### config.mk
export PLATFORM = sky130hd
export DESIGN_NAME = uart_tx_scheduler_flat
export DESIGN_NICKNAME = d
export VERILOG_FILES = /design/src/rtl/uart_tx_scheduler_pkg.sv /design/src/rtl/uart_tx_scheduler_if.sv /design/src/rtl/uart_tx_scheduler_serializer.sv /design/src/rtl/uart_tx_scheduler.sv /design/src/flat_wrapper.sv
export SDC_FILE = /design/constraint.sdc
export NUM_CORES = 1
export LEC_CHECK = 0
export CORE_MARGIN = 2
export CORE_UTILIZATION = 49
export CTS_CLUSTER_DIAMETER = 30
export DETAILED_ROUTE_END_ITERATION = 6
export PLACE_DENSITY = 0.84
export SYNTH_ARGS = -nofsm -noshare
export SYNTH_HDL_FRONTEND = slang
export SYNTH_SLANG_ARGS = --single-unit
### constraint.sdc
create_clock -name clk -period 4 [get_ports clk]
set_input_delay 0.4 -clock clk [delete_from_list [all_inputs] [get_ports clk]]
set_output_delay 0.4 -clock clk [all_outputs]
set_load 0.05 [all_outputs]
### src/rtl/uart_tx_scheduler_pkg.sv
// Shared types and helpers for the UART TX scheduler.
//   uart_state_t : frame FSM states
//   UART_FRAME_BITS, UART_IDLE_LVL : 8N1 framing constants
//   rr_pick      : rotating-priority winner selection (up to 8 requesters)
package uart_tx_scheduler_pkg;

  typedef enum logic [1:0] {IDLE, START, DATA, STOP} uart_state_t;

  localparam int   UART_FRAME_BITS = 10;   // start + 8 data + stop
  localparam logic UART_IDLE_LVL   = 1'b1;
  localparam int   RR_MAX          = 8;

  // First valid index searched from (last+1) mod n upward, wrapping.
  // Scanning from the farthest candidate down lets the nearest one win last.
  function automatic logic [2:0] rr_pick(input logic [7:0] valid,
                                         input logic [2:0] last,
                                         input int         n);
    logic [2:0] win;
    logic [2:0] idx;
    win = last;
    for (int i = RR_MAX; i >= 1; i--) begin
      if (i <= n) begin
        idx = 3'((int'(last) + i) % n);
        if (valid[idx]) win = idx;
      end
    end
    return win;
  endfunction

endpackage

### src/rtl/uart_tx_scheduler_if.sv
// Requester-side handshake bundle of the UART TX scheduler.
//   req_valid : per-requester byte pending
//   req_data  : byte of requester i at [DATA_W*i +: DATA_W]
//   req_ready : one-hot accept strobe from the scheduler
// master = byte producers, slave = scheduler.
interface uart_tx_scheduler_if #(
  parameter int N_REQ  = 4,
  parameter int DATA_W = 8
);
  logic [N_REQ-1:0]        req_valid;
  logic [N_REQ*DATA_W-1:0] req_data;
  logic [N_REQ-1:0]        req_ready;

  modport master (output req_valid, output req_data, input req_ready);
  modport slave  (input req_valid, input req_data, output req_ready);
endinterface

### src/rtl/uart_tx_scheduler_serializer.sv
// 8N1 frame serializer: IDLE -> START -> DATA -> STOP -> IDLE.
//   clk, reset : clock, asynchronous active-low reset
//   load       : accept byte_in (honoured only in IDLE)
//   byte_in    : payload, sent LSB first
//   tx         : serial line, idle high
//   done       : high while no frame is in flight (line free for a new load)
module uart_tx_serializer
  import uart_tx_scheduler_pkg::*;
#(
  parameter int CLKS_PER_BIT = 10,
  parameter int DATA_W       = 8
) (
  input  logic              clk,
  input  logic              reset,
  input  logic              load,
  input  logic [DATA_W-1:0] byte_in,
  output logic              tx,
  output logic              done
);

  localparam int TW = $clog2(CLKS_PER_BIT);
  localparam int BW = $clog2(DATA_W);
  localparam logic [TW-1:0] TICK_LAST = TW'(CLKS_PER_BIT - 1);
  localparam logic [BW-1:0] BIT_LAST  = BW'(UART_FRAME_BITS - 3);

  uart_state_t       state, state_nxt;
  logic [TW-1:0]     tick;
  logic [BW-1:0]     bit_cnt;
  logic [DATA_W-1:0] shift_reg;
  logic              bit_end;

  assign bit_end = (tick == TICK_LAST);
  assign done    = (state == IDLE);

  always_ff @(posedge clk or negedge reset) begin
    if (!reset) state <= IDLE;
    else        state <= state_nxt;
  end

  always_comb begin
    state_nxt = state;
    tx        = UART_IDLE_LVL;
    unique case (state)
      IDLE:  if (load) state_nxt = START;
      START: begin
        tx = 1'b0;
        if (bit_end) state_nxt = DATA;
      end
      DATA: begin
        tx = shift_reg[0];
        if (bit_end && bit_cnt == BIT_LAST) state_nxt = STOP;
      end
      STOP:  if (bit_end) state_nxt = IDLE;
      default: state_nxt = IDLE;
    endcase
  end

  // Bit-time counter restarts on every state change so each bit is exactly
  // CLKS_PER_BIT cycles and no error accumulates across the frame.
  always_ff @(posedge clk or negedge reset) begin
    if (!reset) begin
      tick    <= '0;
      bit_cnt <= '0;
    end else begin
      if (state != state_nxt || state == IDLE || bit_end) tick <= '0;
      else                                                tick <= tick + 1'b1;
      if (state != DATA)  bit_cnt <= '0;
      else if (bit_end)   bit_cnt <= bit_cnt + 1'b1;
    end
  end

  // Payload register carries no reset; it is only observed after a load.
  always_ff @(posedge clk) begin
    if (state == IDLE && load)        shift_reg <= byte_in;
    else if (state == DATA && bit_end) shift_reg <= shift_reg >> 1;
  end

endmodule

### src/rtl/uart_tx_scheduler.sv
// Round-robin scheduler sharing one 8N1 UART TX line among N_REQ producers.
//   clk, reset : clock, asynchronous active-low reset
//   bus        : req_valid / req_data / req_ready handshake (slave side)
//   tx         : serial line, idle high
//   busy       : high from the cycle after accept through the last stop cycle
//   grant_id   : index of the last accepted requester
module uart_tx_scheduler
  import uart_tx_scheduler_pkg::*;
#(
  parameter int N_REQ        = 4,
  parameter int CLKS_PER_BIT = 10,
  parameter int DATA_W       = 8
) (
  input  logic                     clk,
  input  logic                     reset,
  uart_tx_scheduler_if.slave       bus,
  output logic                     tx,
  output logic                     busy,
  output logic [$clog2(N_REQ)-1:0] grant_id
);

  localparam int GW = $clog2(N_REQ);

  logic [7:0]        valid8;
  logic [2:0]        last_grant;
  logic [2:0]        pick;
  logic              idle;
  logic              accept;
  logic [DATA_W-1:0] pick_data;

  always_comb begin
    valid8             = '0;
    valid8[N_REQ-1:0]  = bus.req_valid;
  end

  assign pick = rr_pick(valid8, last_grant, N_REQ);

  // Gated by reset so no handshake can complete while reset is held.
  assign accept = idle && reset && (|bus.req_valid);
  assign busy   = !idle;

  always_comb begin
    bus.req_ready = '0;
    pick_data     = '0;
    for (int i = 0; i < N_REQ; i++) begin
      bus.req_ready[i] = accept && (pick == 3'(i));
      if (pick == 3'(i)) pick_data = bus.req_data[i*DATA_W +: DATA_W];
    end
  end

  // Pointer resets to the last index so requester 0 has first priority.
  always_ff @(posedge clk or negedge reset) begin
    if (!reset) begin
      last_grant <= 3'(N_REQ - 1);
      grant_id   <= '0;
    end else if (accept) begin
      last_grant <= pick;
      grant_id   <= GW'(pick);
    end
  end

  uart_tx_serializer #(
    .CLKS_PER_BIT (CLKS_PER_BIT),
    .DATA_W       (DATA_W)
  ) u_ser (
    .clk     (clk),
    .reset   (reset),
    .load    (accept),
    .byte_in (pick_data),
    .tx      (tx),
    .done    (idle)
  );

endmodule

### src/flat_wrapper.sv
// flat-port wrapper written by rule: the top's interface ports become plain ports
module uart_tx_scheduler_flat import uart_tx_scheduler_pkg::*;
#(
  parameter int N_REQ        = 4,
  parameter int CLKS_PER_BIT = 10,
  parameter int DATA_W       = 8
)
  (clk, reset, tx, busy, grant_id, bus_req_valid, bus_req_data, bus_req_ready);
  uart_tx_scheduler_if #(.N_REQ(N_REQ), .DATA_W(DATA_W)) bus_i ();
  input  logic clk;
  input  logic reset;
  output logic tx;
  output logic busy;
  output logic [$clog2(N_REQ)-1:0] grant_id;
  input wire logic [$bits(bus_i.req_valid)-1:0] bus_req_valid;
  input wire logic [$bits(bus_i.req_data)-1:0] bus_req_data;
  output wire logic [$bits(bus_i.req_ready)-1:0] bus_req_ready;
  assign bus_i.req_valid = bus_req_valid;
  assign bus_i.req_data = bus_req_data;
  assign bus_req_ready = bus_i.req_ready;
  uart_tx_scheduler #(.N_REQ(N_REQ), .CLKS_PER_BIT(CLKS_PER_BIT), .DATA_W(DATA_W)) u_core (.clk(clk), .reset(reset), .bus(bus_i), .tx(tx), .busy(busy), .grant_id(grant_id));
endmodule
# Word-level counts from Yosys, hierarchy flattened
# Cells that the tools add are included.
# classes
add_sub_neg	6
order_cmp	4
eq_ne	10
n_mux	27
n_bitwise	4
n_reduce_logical	21
# ops
operator	count
$mux W8	6
$mux W3	6
$lt A3 B4 Y1 const B	4
$bmux W1 S3	4
$logic_and A1 B1 Y1	9
$mux W2	4
$pmux W2 S4	1
$reduce_or A2 Y1	4
$eq A3 B2 Y1 const B	2
$add A2 B1 Y2 const B	2
$add A2 B2 Y2 const B	2
$add A4 B1 Y4 const B	1
$and A1 B1 Y1 const A	4
$eq A2 B2 Y1 const B	2
$eq A4 B4 Y1 const B	1
$mux W1	4
$mux W4	1
$reduce_bool A2 Y1	2
$reduce_or A4 Y1	1
$add A3 B1 Y3 const B	1
$eq A3 B1 Y1 const B	1
$eq A3 B3 Y1 const B	1
$logic_not A3 Y1	1
$eq A2 B1 Y1 const B	1
other kinds (6)	7
# totals
ff_bits	22
input_bits	38

# Depth between registers and ports, before layout
# Gate-level depths: netlist (run 1).
# logic_depth
word_depth	15
ltp_mapped	7

# Hierarchy
# From an unflattened synthesis (run 1), not the netlist that was laid out.
# hier_totals
cells_unflattened	127
area_unflattened_um2	1358.8
# modules_own_cells
mod	instances	cells_each	area_each_um2
uart_tx_serializer	1	62	817.0
uart_tx_scheduler	1	65	541.8

# Least setup slack after synthesis (run 1)
# Ideal clock, no wire load.
# synth_path
path_type	register -> output
start	register u_core.last_grant[1]
end	output port bus_req_ready[0]
arrival_time_ns	2.319
required_time_ns	3.600
setup_slack_ns	1.281
stages_incl_launch_ff	7
path_buffers	2
cell_sequence	dfstp_2 -> buf_4 -> mux2i_1 -> o22a_1 -> buf_4 -> nand2_1 -> nor3_1
# synth_via
elab_chain_cells	11
# synth_rtl
item	line_no	source
from (decl)	uart_tx_scheduler.sv:25	logic [2:0] last_grant;
from (signal assigned)	uart_tx_scheduler.sv:54	last_grant <= 3'(N_REQ - 1);
from (signal assigned)	uart_tx_scheduler.sv:57	last_grant <= pick;
$add A2 B1 Y2	uart_tx_scheduler_pkg.sv:23	idx = 3'((int'(last) + i) % n);
$reduce_or A2 Y1 (no line)	-	
$and A1 B1 Y1 (no line)	-	
$bmux W1 S3	uart_tx_scheduler_pkg.sv:24	if (valid[idx]) win = idx;
$mux W1 (implied by the code)	uart_tx_scheduler_pkg.sv:24	
$mux W3 (3 in series)	uart_tx_scheduler_pkg.sv:24	
$mux W3 (*)	uart_tx_scheduler_pkg.sv:24	
$logic_not A3 Y1 (*)	uart_tx_scheduler.sv:46	bus.req_ready[i] = accept && (pick == 3'(i));
$logic_and A1 B1 Y1 (*)	uart_tx_scheduler.sv:46	
to (decl)	flat_wrapper.sv:17	output wire logic [$bits(bus_i.req_ready)-1:0] bus_req_ready;
# Every way passes the cells marked *; elsewhere a longest branch is shown, timed or not. The select of a mux whose other input is x is not followed.

# Final worst setup path (run 1)
# Ends and elaborated chain as after synthesis.

==> impl_metrics.yaml, run 1 <==
sta:
  hold_viol_final: 0
  fmax_mhz: 306
  skew_ns: 0.0115
  holdWs_ns: 0.383
  finalWorstSetupSlack_ns: 0.729
  finalCriticalPeriod_ns: 3.27
  grt_setup_unrepaired: "no"
  tns_ns: 0
  timing.final.crit_share: 0.818
  relSlewSlack: 0.525
  tightestPinTransition_ns: 0.708
  finalMaxSlewViolations: 0
  setup_violations: 0
floorplanning:
  core_um2: 2780
  start_util: 0.516
  num_io_pins: 46
  num_rows: 19
  die_height_um: 58.1
  die_area_um2: 3380
  die-width_um: 58.1
final_layout:
  drive_gt1_frac: 0.0686
  final_util: 0.698
  antenna_cells: 0
  regArea_um2: 593
  largest_reg_flops: 8
  instances_no_fill: 235
  nFillCells: 217
  area_growth_pct: 35.2
  multi_input_area_um2: 746
  finalInstanceArea_um2: 1940
  nNetsFinal: 247
yosys:
  ys.flop_type: "dfrtp_1"
  synth.cell_area_um2: 1440
  synth_compound_area_frac: 0.214
  synth_edf_count: 8
  synth.avg_cell_area_um2: 8.97
  syn_nets: 202
  synth_area_leader_cell: "dfrtp_1"
  ys_warn_count: 0
  synth_top_area_frac: 0.209
  synth.area.top_cells: "dfrtp_1 21%, edfxtp_1 17%, nand3_1 5.2%, a21oi_1 4.9%, a32o_1 4.9%"
  synthAdderAreaFrac: 0.0349
  ys_ff_latch: 22
  synthTopCellsByCount: "15 x nand3_1, 14 x a21oi_1, 14 x inv_1"
  yosys.area_share.simple: 0.239
  synth_cell_types: 39
  synthMuxAreaShare: 0.00697
  synth_top_family_by_area: "simple AND/OR/NAND/NOR gates"
  yosysSeqAreaShare: 0.413
  synth_async_sr_flop_share: 0.636
  synth_xor_area_frac: 0.0244
  yosysMostFrequentCell: "nand3_1"
  syn_inst: 160
placed_design:
  dp_slack_ns: 0.763
  port_buffers: 45
  dp_hpwl_um: 2760
  dp_cells: 231
  placed_area_um2: 1890
  place_congestion: 0.869
clock_network:
  cts.htree.levels: 1
  path_clk_slew_ns: 0.13
  ctsRootBufferMaster: "clkbuf_4"
  clock_sinks: 22
  tritoncts: "done"
  cts_max_path_buffers: 2
  holdBufCountCts: 0
  cts_buffers: 3
  clkLatencyLatePin_ns: 0.31
  cts_setup_buffers: 0
  cts_resized: 0
detailed_routing:
  avgRoutedWirePerCell_um: 15.5
  num_vias: 1389
  drc_errors: 0
  firstDrtPassIters: 4
  drt_iter0_drc: 54
  viasPerCell: 5.91
  ant_nets: 0
  drt_wl_total_um: 3650
status:
  status: "finished, final reports clean"
global_routing:
  overflow: 0
  met1_usage: 0.313
  antenna_found_initial: 0
  globalRouteMet3Util: 0.0424
  met2_usage: 0.393
  grt_pass1_vias: 1433
  top_usage_layer: "met2"
  grt_pass1_wl_um: 6330
  grt_max_degree: 29
  grtUsageTotal: 0.240
setup_path:
  path_cells: "mux2i_1 -> o22a_1 -> nand2_1 -> nor3_1 -> clkdlybuf4s50_1"
  worst_path_max_delay_cell: "clkdlybuf4s50_1"
  critical_path.max_fanout: 10
  cp_top_family: "buffers and inverters"
  regToRegSetupSlack_ns: 1.87
  worst_ep_arrival_time_ns: 2.87
  critPathLaunchType: "flip-flop"
  r2r-start: "u_core.u_ser.state[1]"
  reg2regPathDepth: 3
  endpoint_kind: "output port"
  r2r_end: "u_core.u_ser.shift_reg[2]"
  critPathBufInv: 1
  cp_data_required_time_ns: 3.60
  critical_path.max_stage_delay_ns: 0.83
  critPathLaunch: "u_core.last_grant[1]"
  path_class: "reg -> out"
power_and_ir_drop:
  power_mw: 1.11
  p_leak_nw: 0.778
  power_density_nw_per_um2: 571
  vdd_drop_max_mv: 0.492
job:
  drv_cap: 0
hold_path:
  min-delay-path-class: "in -> async"
[layout by cell type, fill, tap and decap left out, types with 5 or more instances in the layout]
master            n
nand3b_1          7
inv_1            14
nand3_1          15
nor2_1           11
o21ai_0           7
clkdlybuf4s50_1  45
dfrtp_1          12
a32o_1            7
nand2b_1          5
a21oi_1          14
nand2_1          13
edfxtp_1          8
[worst max-delay path by stage]
| stage | cells past startpoint | end |
|---|---|---|
| finish | 5 | bus_req_ready[0] |
| global route | 5 | bus_req_ready[0] |
| CTS | 5 | bus_req_ready[0] |
| detailed placement | 6 | bus_req_ready[0] |
| global placement | 6 | bus_req_ready[0] |
| floorplan | 6 | bus_req_ready[0] |
[per-layer routing]
layer,share of wire,vias to the layer above,routed length (µm)
met5,0,-,0
met4,0.019,0,69
met3,0.070,6,255
met2,0.48,59,1750
met1,0.43,661,1580
li1,-,663,-
[report_power, final]
group | switching (mW) | internal [mW] | leakage [nW]
Combinational | 0.353 | 0.216 | 0.504
Sequential | 0.0590 | 0.311 | 0.246
Clock | 0.0675 | 0.101 | 0.0279
[cells by family (layout without fill, tap and decap cells)]
kind of cell    after synthesis  in the layout
compound gates               45             45
fa+ha+maj                     4              4
buf+inv                      20             64
mux                           1              1
simple gates                 64             64
xor+xnor                      4              4
flops                        22             22
[cell type report]
| type | count | area share |
|---|---|---|
| Tap cell | 31 | 0.0200 |
| Inverter | 14 | 0.0271 |
| Sequential cell | 22 | 0.306 |
| Clock buffer | 3 | 0.0116 |
| Multi-Input combinational cell | 118 | 0.384 |
| Timing Repair Buffer | 46 | 0.236 |
| Clock inverter | 1 | 0.0155 |
Power figures use the tool's default switching activity.
==> run 2: changes to the inputs <==
- CORE_UTILIZATION: 49 -> 46
- PLACE_DENSITY: 0.84 -> 0.8
- clock period: 4 -> 3.2 ns (I/O delays scaled with it)
==> run 2 against run 1 <==
Against the previous run: hold slack worse by 0.014 ns; critical path depth stayed put; sequential power is 25% higher; largest cell class unchanged; die area is 6.1% higher; final area is 1.6% higher; register-to-register slack worse by 0.77 ns; final cell count is 1.7% higher; clock power is 25% lower; critical path type unchanged; first-iteration DRC count is 33% higher; sequential cell count stayed put; count of clock-buffer cells in the layout is 1 higher.
==> impl_metrics.yaml, run 2 (same netlist as run 1, synthesis figures left out) <==
final_layout:
  largest_reg_flops: 8
  instances_no_fill: 239
  area_growth_pct: 37.4
  nNetsFinal: 249
  antenna_cells: 0
  layout_common_cells: "41 x clkdlybuf4s50_1, 15 x nand3_1, 14 x inv_1, 14 x a21oi_1, 13 x nand2_1"
  layout_commonest_cell: "clkdlybuf4s50_1"
  drive_gt1_frac: 0.0922
setup_path:
  path_cells: "mux2i_1 -> o22a_1 -> nand2_1 -> nor3_1 -> buf_12"
  critPathLaunchType: "flip-flop"
  endpoint_kind: "output port"
  worst_path_max_delay_cell: "dfstp_2"
  cp_top_family: "flip-flops"
  critical_path.max_stage_delay_ns: 0.62
  worst_ep_arrival_time_ns: 2.32
  worst-path-stages: 5
  regToRegSetupSlack_ns: 1.10
  critPathLaunch: "u_core.last_grant[1]"
  r2r_end: "u_core.u_ser.shift_reg[7]"
  path_class: "reg -> out"
  critPathBufInv: 1
  critical_path.max_fanout: 10
  crit_end: "bus_req_ready[0]"
  reg2regPathDepth: 3
  r2r-start: "u_core.u_ser.state[1]"
  cp_data_required_time_ns: 2.88
clock_network:
  cts_setup_buffers: 0
  cts_resized: 0
  tritoncts: "done"
  cts_max_path_buffers: 2
  path_clk_slew_ns: 0.11
  cts_buffers: 3
  holdBufCountCts: 0
  ctsRootBufferMaster: "clkbuf_4"
  cts.htree.levels: 1
  clkLatencyLatePin_ns: 0.30
  clock_sinks: 22
global_routing:
  antenna_found_initial: 0
  grt_max_degree: 29
  met2_usage: 0.354
  overflow: 0
  globalRouteMet3Util: 0.0325
  grt_pass1_wl_um: 5840
  grt_pass1_vias: 1304
  top_usage_layer: "met2"
  met1_usage: 0.276
  grtUsageTotal: 0.214
sta:
  setup_violations: 0
  relSlewSlack: 0.548
  grt_setup_unrepaired: "no"
  finalCriticalPeriod_ns: 2.64
  fmax_mhz: 379
  finalWorstSetupSlack_ns: 0.559
  hold_viol_final: 0
  skew_ns: 0.00332
  timing.final.crit_share: 0.825
  tns_ns: 0
  holdWs_ns: 0.368
  tightestPinTransition_ns: 0.674
  finalMaxSlewViolations: 0
detailed_routing:
  drc_errors: 0
  avgRoutedWirePerCell_um: 15.1
  ant_nets: 0
  drt_iter0_drc: 72
  drt_wl_total_um: 3610
  firstDrtPassIters: 4
  viasPerCell: 5.71
  num_vias: 1364
placed_design:
  place_congestion: 0.893
  dp_hpwl_um: 2770
  dp_cells: 235
  dp_slack_ns: 0.629
  port_buffers: 45
status:
  status: "finished, final reports clean"
floorplanning:
  start_util: 0.478
  die_height_um: 59.9
  core_um2: 3000
  num_io_pins: 46
  die-width_um: 59.9
  num_rows: 20
  die_area_um2: 3580
job:
  drv_cap: 0
power_and_ir_drop:
  p_leak_nw: 0.794
  vdd_drop_max_mv: 0.488
  power_density_nw_per_um2: 666
  power_mw: 1.31
hold_path:
  min-delay-path-class: "in -> async"
==> run 2: power by group <==
| part | internal [mW] | leakage (nW) | switching [mW] |
|---|---|---|---|
| logic | 0.288 | 0.534 | 0.436 |
| registers | 0.389 | 0.246 | 0.0742 |
| clock network | 0.0487 | 0.0150 | 0.0783 |
==> run 2: per-stage QoR <==
stage,util,instance area [µm²]
2_1_floorplan,-,1440
3_3_place_gp,0.648,1950
3_5_place_dp,0.648,1950
4_1_cts,0.657,1970
5_1_grt,0.657,1970
6_report,0.657,1970
==> run 2: how the worst min path moves through the flow <==
stage | cells after the start | start | endpoint | slack, ns
finish | 2 | reset | u_core.grant_id[1] | 0.37
global route | 2 | reset | u_core.grant_id[1] | 0.38
CTS | 2 | reset | u_core.grant_id[1] | 0.37
detailed placement | 1 | u_core.u_ser.tick[0] | u_core.u_ser.tick[0] | 0.49
global placement | 1 | u_core.u_ser.tick[0] | u_core.u_ser.tick[0] | 0.48
floorplan | 0 | reset | u_core.grant_id[0] | 0.02
==> run 2: area by class of cell <==
class | instances | area [µm²]
Fill cell | 258 | 1030
Multi-Input combinational cell | 118 | 746
Sequential cell | 22 | 593
Timing Repair Buffer | 48 | 513
Inverter | 14 | 52.6
Tap cell | 33 | 41.3
Clock buffer | 4 | 26.3
==> run 2: layer usage <==
| metal | share of wire | vias to the layer above |
|---|---|---|
| met5 | 0 | - |
| met4 | 0.025 | 0 |
| met3 | 0.070 | 10 |
| met2 | 0.47 | 58 |
| met1 | 0.43 | 626 |
| li1 | - | 670 |
